`src/rtl/countdown_timer.sv`:
```
// countdown_timer: minutes:seconds countdown driven by a game FSM.
//
// Loads START_MIN:START_SEC, counts down once per CLK_FREQ clock cycles
// while game_start is high, and reports expiry with a one-cycle time_up
// pulse followed by a held expired level. Dropping game_start aborts and
// reloads from any state.
//
// Optional feature: define COUNTDOWN_TIMER_PAUSE_EN to let pause freeze the
// countdown while in COUNT. Without it the pause port is present but ignored.
//
// Ports:
//   Clock                     single clock, rising edge
//   reset                     synchronous, active-high
//   game_start                1 = run, 0 = abort and reload
//   pause                     freeze request (only with the pause feature)
//   sec_ones/sec_tens/minutes BCD remaining time
//   HEX0/HEX1/HEX2            active-low 7-segment images of the digits
//   running                   high while in COUNT
//   time_up                   one-cycle pulse on entering EXPIRED
//   expired                   high while in EXPIRED
//
// Handshake: none; game_start is a level, not a valid/ready pair.
module countdown_timer #(
  parameter int CLK_FREQ  = 50000000,
  parameter int START_MIN = 1,
  parameter int START_SEC = 0
) (
  input  logic       Clock,
  input  logic       reset,
  input  logic       game_start,
  input  logic       pause,
  output logic [3:0] sec_ones,
  output logic [3:0] sec_tens,
  output logic [3:0] minutes,
  output logic [6:0] HEX0,
  output logic [6:0] HEX1,
  output logic [6:0] HEX2,
  output logic       running,
  output logic       time_up,
  output logic       expired
);

  localparam int PW = $clog2(CLK_FREQ);
  localparam logic [PW-1:0] LAST = PW'(CLK_FREQ - 1);
  localparam logic [3:0] L_MIN  = 4'(START_MIN);
  localparam logic [3:0] L_TENS = 4'(START_SEC / 10);
  localparam logic [3:0] L_ONES = 4'(START_SEC % 10);
  localparam logic L_ZERO = (START_MIN == 0) && (START_SEC == 0);

  typedef enum logic [1:0] {
    S_IDLE    = 2'd0,
    S_COUNT   = 2'd1,
    S_EXPIRED = 2'd2
  } state_t;

  state_t r_state;
  state_t w_next;

  logic [PW-1:0] r_presc;
  logic [3:0]    r_ones, r_tens, r_min;
  logic          r_time_up;

  logic          w_freeze;
  logic          w_tick;
  logic          w_last_sec;
  logic [3:0]    w_nxt_ones, w_nxt_tens, w_nxt_min;

`ifdef COUNTDOWN_TIMER_PAUSE_EN
  assign w_freeze = pause && (r_state == S_COUNT);
`else
  logic w_unused;
  assign w_unused = pause;
  assign w_freeze = 1'b0;
`endif

  assign w_tick     = (r_state == S_COUNT) && !w_freeze && (r_presc == LAST);
  // The tick taken at 0:01 is the one that produces 0:00.
  assign w_last_sec = (r_min == 4'd0) && (r_tens == 4'd0) && (r_ones == 4'd1);

  // BCD decrement with borrow chain ones -> tens -> minutes.
  always_comb begin
    w_nxt_ones = r_ones - 4'd1;
    w_nxt_tens = r_tens;
    w_nxt_min  = r_min;
    if (r_ones == 4'd0) begin
      w_nxt_ones = 4'd9;
      if (r_tens == 4'd0) begin
        w_nxt_tens = 4'd5;
        w_nxt_min  = r_min - 4'd1;
      end else begin
        w_nxt_tens = r_tens - 4'd1;
      end
    end
  end

  // State register
  always_ff @(posedge Clock) begin
    if (reset) r_state <= S_IDLE;
    else       r_state <= w_next;
  end

  // Next-state logic; game_start=0 wins over a simultaneous tick.
  always_comb begin
    w_next = r_state;
    case (r_state)
      S_IDLE: begin
        if (game_start) w_next = L_ZERO ? S_EXPIRED : S_COUNT;
      end
      S_COUNT: begin
        if (!game_start)                w_next = S_IDLE;
        else if (w_tick && w_last_sec)  w_next = S_EXPIRED;
      end
      S_EXPIRED: begin
        if (!game_start) w_next = S_IDLE;
      end
      default: w_next = S_IDLE;
    endcase
  end

  // Datapath: prescaler, digits and the expiry pulse.
  always_ff @(posedge Clock) begin
    if (reset) begin
      r_presc   <= '0;
      r_ones    <= L_ONES;
      r_tens    <= L_TENS;
      r_min     <= L_MIN;
      r_time_up <= 1'b0;
    end else begin
      r_time_up <= (r_state != S_EXPIRED) && (w_next == S_EXPIRED);
      if (w_next == S_IDLE || r_state == S_IDLE) begin
        // Covers abort/reload and the load on leaving IDLE.
        r_presc <= '0;
        r_ones  <= L_ONES;
        r_tens  <= L_TENS;
        r_min   <= L_MIN;
      end else if (r_state == S_COUNT && !w_freeze) begin
        r_presc <= w_tick ? '0 : r_presc + 1'b1;
        if (w_tick) begin
          r_ones <= w_nxt_ones;
          r_tens <= w_nxt_tens;
          r_min  <= w_nxt_min;
        end
      end
    end
  end

  // Output logic
  always_comb begin
    running = (r_state == S_COUNT);
    expired = (r_state == S_EXPIRED);
  end

  assign time_up  = r_time_up;
  assign sec_ones = r_ones;
  assign sec_tens = r_tens;
  assign minutes  = r_min;

  function automatic logic [6:0] seg7(input logic [3:0] d);
    case (d)
      4'd0:    seg7 = 7'b1000000;
      4'd1:    seg7 = 7'b1111001;
      4'd2:    seg7 = 7'b0100100;
      4'd3:    seg7 = 7'b0110000;
      4'd4:    seg7 = 7'b0011001;
      4'd5:    seg7 = 7'b0010010;
      4'd6:    seg7 = 7'b0000010;
      4'd7:    seg7 = 7'b1111000;
      4'd8:    seg7 = 7'b0000000;
      4'd9:    seg7 = 7'b0010000;
      default: seg7 = 7'b1111111;
    endcase
  endfunction

  assign HEX0 = seg7(r_ones);
  assign HEX1 = seg7(r_tens);
  assign HEX2 = seg7(r_min);

endmodule

```
`config.mk`:
```
export PLATFORM = sky130hd
export DESIGN_NAME = countdown_timer
export DESIGN_NICKNAME = d
export VERILOG_FILES = /design/src/rtl/countdown_timer.sv
export SDC_FILE = /design/constraint.sdc
export NUM_CORES = 1
export LEC_CHECK = 0
export ABC_AREA = 0
export BUFFER_PORTS_ARGS = -buffer_cell sky130_fd_sc_hd__buf_2
export CAP_MARGIN = 15
export CORE_ASPECT_RATIO = 0.8
export CORE_MARGIN = 5
export CORE_UTILIZATION = 52
export CTS_CLUSTER_DIAMETER = 150
export CTS_CLUSTER_SIZE = 30
export DETAILED_ROUTE_END_ITERATION = 12
export PLACE_DENSITY = 0.77
export SETUP_SLACK_MARGIN = 0.4
export SLEW_MARGIN = 20
export SYNTH_ARGS = -nofsm -noshare
export SYNTH_HDL_FRONTEND = slang
export SYNTH_SLANG_ARGS = --single-unit
```
`constraint.sdc`:
```
create_clock -name Clock -period 2.79 [get_ports Clock]
set_input_delay 0 -clock Clock [delete_from_list [all_inputs] [get_ports Clock]]
set_output_delay 0 -clock Clock [all_outputs]
set_load 0.05 [all_outputs]
```
# Word level (Yosys, flattened, before mapping)
# Memory sizes are Yosys's and may differ from the RTL's. A register that Yosys moved wholly into a read port is not among the register bits.
# Cells that the tools add are included.
[classes]
add_sub_neg = 4
mul = 0
n_div = 0
n_lt_le_gt_ge = 0
n_eq_ne = 6
shifts = 0
n_mux = 14
n_bitwise = 0
reduce_logical = 15
[ops]
columns = ["op", "n"]
rows = [
  ["$mux 4", 8],
  ["$add 26x1->26 const B", 1],
  ["$eq 26x26->1 const B", 1],
  ["$mux 26", 1],
  ["$logic_not 4->1", 3],
  ["$sub 4x1->4 const B", 3],
  ["$mux 2", 4],
  ["$pmux 2 s3", 1],
  ["$logic_and 1x1->1", 5],
  ["$eq 2x2->1 const B", 2],
  ["$eq 4x1->1 const B", 1],
  ["$logic_not 2->1", 2],
  ["$reduce_and 4->1", 1],
  ["$reduce_and 3->1", 1],
  ["$eq 2x1->1 const B", 1],
  ["$ne 2x2->1 const B", 1],
  ["$reduce_and 2->1", 1],
  ["$reduce_or 2->1", 1],
  ["$logic_or 1x1->1", 1],
]
[totals]
ff_bits = 41
latchBits = 0
mem_bits_rw = 0
rom_bits = 336
word_cells = 48
memories = 3
[memory_table]
columns = ["memory", "words", "word_bits", "read_ports", "rd_ports_with_merged_regs", "write_ports", "line_no", "rtl"]
rows = [
  ["(no name shown)", 16, 7, 1, 1, 0, "159", "case (d)"],
  ["(no name shown)", 16, 7, 1, 1, 0, "159", ""],
  ["(no name shown)", 16, 7, 1, 1, 0, "159", ""],
]

# Depth between registers and ports, before layout
[logic_depth]
word_depth = 11
depth_mapped = 13
depth_no_buf = 13

# Worst setup path after synthesis
# No wires, ideal clock.
[synth_path]
path_type = "register to register"
startpoint = "register r_ones[2], in the netlist sec_ones[2]"
endpoint = "register HEX2[3] (netlist name)"
arrival_time_ps = 2908
required_time_ps = 2653
path_slack_ps = -255
path_stages_with_launch = 10
path_buffers = 1
synth_period_minus_slack_ps = 3045
cell_sequence = "dfxtp_1 buf_6 or4_4 or4_1 nor4_4 mux2i_1 and2_1 ha_1 o21ai_0 o211ai_1"
[synth_via]
elab_chain_cells = 10
[synth_lines]
columns = ["element", "line_no", "rtl"]
rows = [
  ["from (decl)", "60", "logic [3:0] r_ones, r_tens, r_min;"],
  ["from (signal assigned)", "139", "r_ones <= w_nxt_ones;"],
  ["$eq 4x1->1", "78", "assign w_last_sec = (r_min == 4'd0) && (r_tens == 4'd0) && (r_ones == 4'd1);"],
  ["$logic_and 1x1->1", "78", ""],
  ["$logic_and 1x1->1", "111", "else if (w_tick && w_last_sec) w_next = S_EXPIRED;"],
  ["$mux 2", "111", ""],
  ["$mux 2", "110", "if (!game_start) w_next = S_IDLE;"],
  ["$pmux 2 s3", "105", "case (r_state)"],
  ["$logic_not 2->1", "130", "if (w_next == S_IDLE || r_state == S_IDLE) begin"],
  ["$logic_or 1x1->1", "130", ""],
  ["$reduce_or 2->1 (no source line)", "n/a", ""],
  ["$mux 4 (no source line) *", "n/a", ""],
]
# Mark *: on every way between the ends. The rest lies on a longest branch, timed or not.
# A chain may end at the register's enable or synchronous reset.

# Final worst setup path
[layout_path]
startpoint = "register r_ones[2], in the netlist sec_ones[2]"
endpoint = "register HEX2[0] (netlist name)"
[layout_via]
elab_chain_cells = 10
[layout_lines]
columns = ["element", "line_no"]
rows = [
  ["$eq 4x1->1", "78"],
  ["$logic_and 1x1->1", "78"],
  ["$logic_and 1x1->1", "111"],
  ["$mux 2", "111"],
  ["$mux 2", "110"],
  ["$pmux 2 s3", "105"],
  ["$logic_not 2->1", "130"],
  ["$logic_or 1x1->1", "130"],
  ["$reduce_or 2->1 (no source line)", "n/a"],
  ["$mux 4 (no source line) *", "n/a"],
]
# Marks and branches as above.

==> run_results.csv <==
group,metric,value,unit
setup_path,cpPeakStageDelay,510,ps
yosys,synthCells,377,
cts,clock-sinks,62,
setup_path,startpoint_type,"flip-flop",
floorplan,die_area,0.00800,mm^2
floorplan,die_x,98.8,um
setup_path,worstPathArrival,2880,ps
power,p_sw_frac,0.214,
sta,max-slew-margin-rel,0.561,
sta,finalClockSkew,8.10,ps
floorplan,dieHeight,81.0,um
final_layout,fillCellCount,390,
power,internal_power,1310,uW
cts,cts_tree,"built",
yosys,synthFlopType,"dfxtp_1",
sta,worst_pin_slew,654,ps
placed_design,port_buffers,38,
power,p_leak,0.00184,uW
global_routing,grt-busiest-layer,"met2",
global_routing,grt_util_met1,0.297,
detailed_routing,drt_pre_antenna_iters,5,
global_routing,met2_usage,0.388,
final_layout,regArea,0.00128,mm^2
yosys,synth_top_area_share,0.379,
floorplan,initial_utilization,0.546,
yosys,yosys_warnings,0,
global_routing,grtUsageMet3,0.0712,
detailed_routing,drt_iter0_markers,188,
detailed_routing,vias,3240,
global_routing,antenna_found_initial,0,
global_routing,grt_use_total,0.237,
yosys,ys_top_cells_by_count,"dfxtp_1, nor2_1, inv_1",
setup_path,crit_top_cell,"or4_4",
setup_path,path_cells,"or4_4 > or4_4 > nor4_4 > buf_4 > mux2i_2 > and2_4 > inv_2 > ha_4 > o21ai_2 > o211ai_1",
floorplan,placementRows,25,
setup_path,critPathBufInv,2,
yosys,synth_area,0.00328,mm^2
cts,cts_root_buffer,"clkbuf_8",
global_routing,grt_max_degree,24,
setup_path,rrSetupSlack,120,ps
detailed_routing,detail_route.wl_per_cell,17.4,um
cts,htree_levels,3,
cts,clockBufferDepth,2,
setup_path,critPathKind,"flip-flop to flip-flop",
yosys,syn_avg_cell_area,8.70,um^2
cts,clk_latency,350,ps
power,p_per_area,359,mW/mm^2
yosys,synth_cell_types,60,
sta,final-max-slew-violation-count,0,
sta,period_share,0.956,
final_layout,multi_input_area,0.00227,mm^2
final_layout,area_delta_synth_final,41.2,%
detailed_routing,drc,0,
cts,cts_inserted_buffers,9,
yosys,synth.most_common_cell,"dfxtp_1",
setup_path,crit_required,3010,ps
yosys,synth_top_area_cell,"dfxtp_1",
final_layout,fin_nets,491,
setup_path,cp_max_fo,4,
sta,setup_viol,0,
yosys,synth_fp_nets,397,
detailed_routing,drtAntennaViolNets,0,
power,combPwrFrac,0.018,
placed_design,dp.cells,510,
setup_path,critPathSlowestCell,"or4_4",
sta,fmax,0.375,GHz
power,irDropWorstVdd,301,uV
placed_design,gp_congestion,0.873,
yosys,ys_top_cells_by_area,"dfxtp_1, ha_1, xor2_1, nor2_1, xnor2_1",
sta,hold_viol,0,
power,switchingPower,355,uW
yosys,synthArstFlopShare,0,
job,maxCapViolCount,0,
yosys,synth-seq-cells,62,
status,status,"completed",
power,clockPowerShare,0.452,
global_routing,grt_pass1_wl,15000,um
power,seqPwrFrac,0.530,
sta,tns,0,ps
hold_path,hold_class,"input pin to flip-flop",
floorplan,core,0.00601,mm^2
floorplan,io_pins,40,
final_layout,n_antenna_cell,0,
sta,fin_crit,2670,ps
global_routing,grt_pass1_vias,3140,
sta,rsz0062_at_grt,"yes",
final_layout,layout.cells.non_filler,556,
detailed_routing,wl,9670,um
yosys,synth_enable_flop_cells,0,
setup_path,cp_top_family,"simple AND/OR/NAND/NOR gates",
setup_path,critPathCaptureType,"flip-flop",
cts,clkTransAtPathRegs,70,ps
global_routing,gr-total-overflow,0,
detailed_routing,viasPerCell,5.83,
placed_design,hpwl,5770,um
yosys,ys_seq_area_frac,0.379,
final_layout,layout-drive-gt1-share,0.444,
==> per-stage QoR <==
| stage | worst slack, ps | util | hold WS [ps] | power (uW) | instance area [um^2] |
|---|---|---|---|---|---|
| global route | 77.8 | 0.771 | 43.2 | 1730 | 4630 |
| CTS | 149 | 0.743 | 4.16 | 1670 | 4460 |
| finish | 123 | 0.771 | 23.3 | 1660 | 4630 |
| global placement | 89.1 | 0.639 | 344 | 929 | 3830 |
| floorplan | -134 | - | 212 | 920 | 3400 |
| detailed placement | -8.23 | 0.639 | 360 | 929 | 3830 |
==> final cells by class <==
class | instances | area share
Multi-Input combinational cell | 275 | 0.491
Sequential cell | 62 | 0.276
Timing Repair Buffer | 101 | 0.150
Clock buffer | 15 | 0.0403
Tap cell | 81 | 0.0219
Inverter | 22 | 0.0203
==> timing repair <==
action                                  CTS  global route
endpoints found under the setup margin   19            22
pin swaps                                32            17
setup buffers                            25             4
hold endpoints to repair                  1             0
resized for setup                        55            29
hold buffers                              2             0
==> worst reg2reg max path: stages (launching register included) <==
cell and delay, ps:
dfxtp_4 340, or4_4 510, or4_4 440, nor4_4 140
buf_4 190, mux2i_2 260, and2_4 220, inv_2 60
ha_4 150, o21ai_2 120, o211ai_1 100
==> sequential cells by signal, indices dropped and copies added, names as in the netlist <==
signal and flops:
r_presc 26, sec_ones 4, sec_tens 4, HEX2 7
minutes 4, HEX1 7, r_state 2, HEX0 7
time_up 1
==> power groups by stage <==
stage	registers (uW)	logic, uW	clock network [uW]
after floorplan	904	16.1	0
after global placement	904	24.8	0
after detailed placement	904	25.4	0
after CTS	881	28.1	761
after global routing	880	31.7	815
final	881	29.5	751
==> cells in the final DEF (no fill, tap or decap), drive strengths merged, types with 4 or more instances in the layout <==
| cell type | count |
|---|---|
| o21ai | 17 |
| dfxtp | 62 |
| a21o | 5 |
| buf | 99 |
| and2 | 5 |
| nand4 | 8 |
| nor4 | 5 |
| and4 | 5 |
| nor4b | 6 |
| or3 | 7 |
| xor2 | 20 |
| ha | 16 |
| nand2b | 5 |
| o211ai | 4 |
| nor2 | 45 |
| clkbuf | 15 |
| a21oi | 13 |
| inv | 21 |
| nand3 | 14 |
| nor3 | 11 |
| o21a | 6 |
| a22oi | 5 |
| xnor2 | 11 |
| and3 | 7 |
| nand2 | 21 |
==> final timing paths <==
path                                 start                    end  cells past startpoint
setup reg to reg  sec_ones[2]$_SDFFE_PP0P_        HEX2[0]$_DFF_P_                     10
setup / recovery  sec_ones[2]$_SDFFE_PP0P_        HEX2[0]$_DFF_P_                     10
hold reg to reg      r_state[1]$_SDFF_PP0_  r_state[0]$_SDFF_PP0_                      1
hold / removal                       reset  r_state[0]$_SDFF_PP0_                      3
==> cells by family after synthesis <==
| group | Yosys count | synth area share |
|---|---|---|
| flops | 62 | 0.379 |
| mux | 2 | 0.00611 |
| fa+ha+maj | 17 | 0.0641 |
| simple gates | 155 | 0.275 |
| xor+xnor | 31 | 0.0828 |
| compound gates | 70 | 0.142 |
| buf+inv | 40 | 0.0515 |
==> metal layers <==
metal  up-vias  share of wire
li1       1521              -
met4         0          0.023
met3        27          0.072
met5         -              0
met2       155           0.47
met1      1537           0.43
No activity file was read; power rests on OpenSTA's default activity.
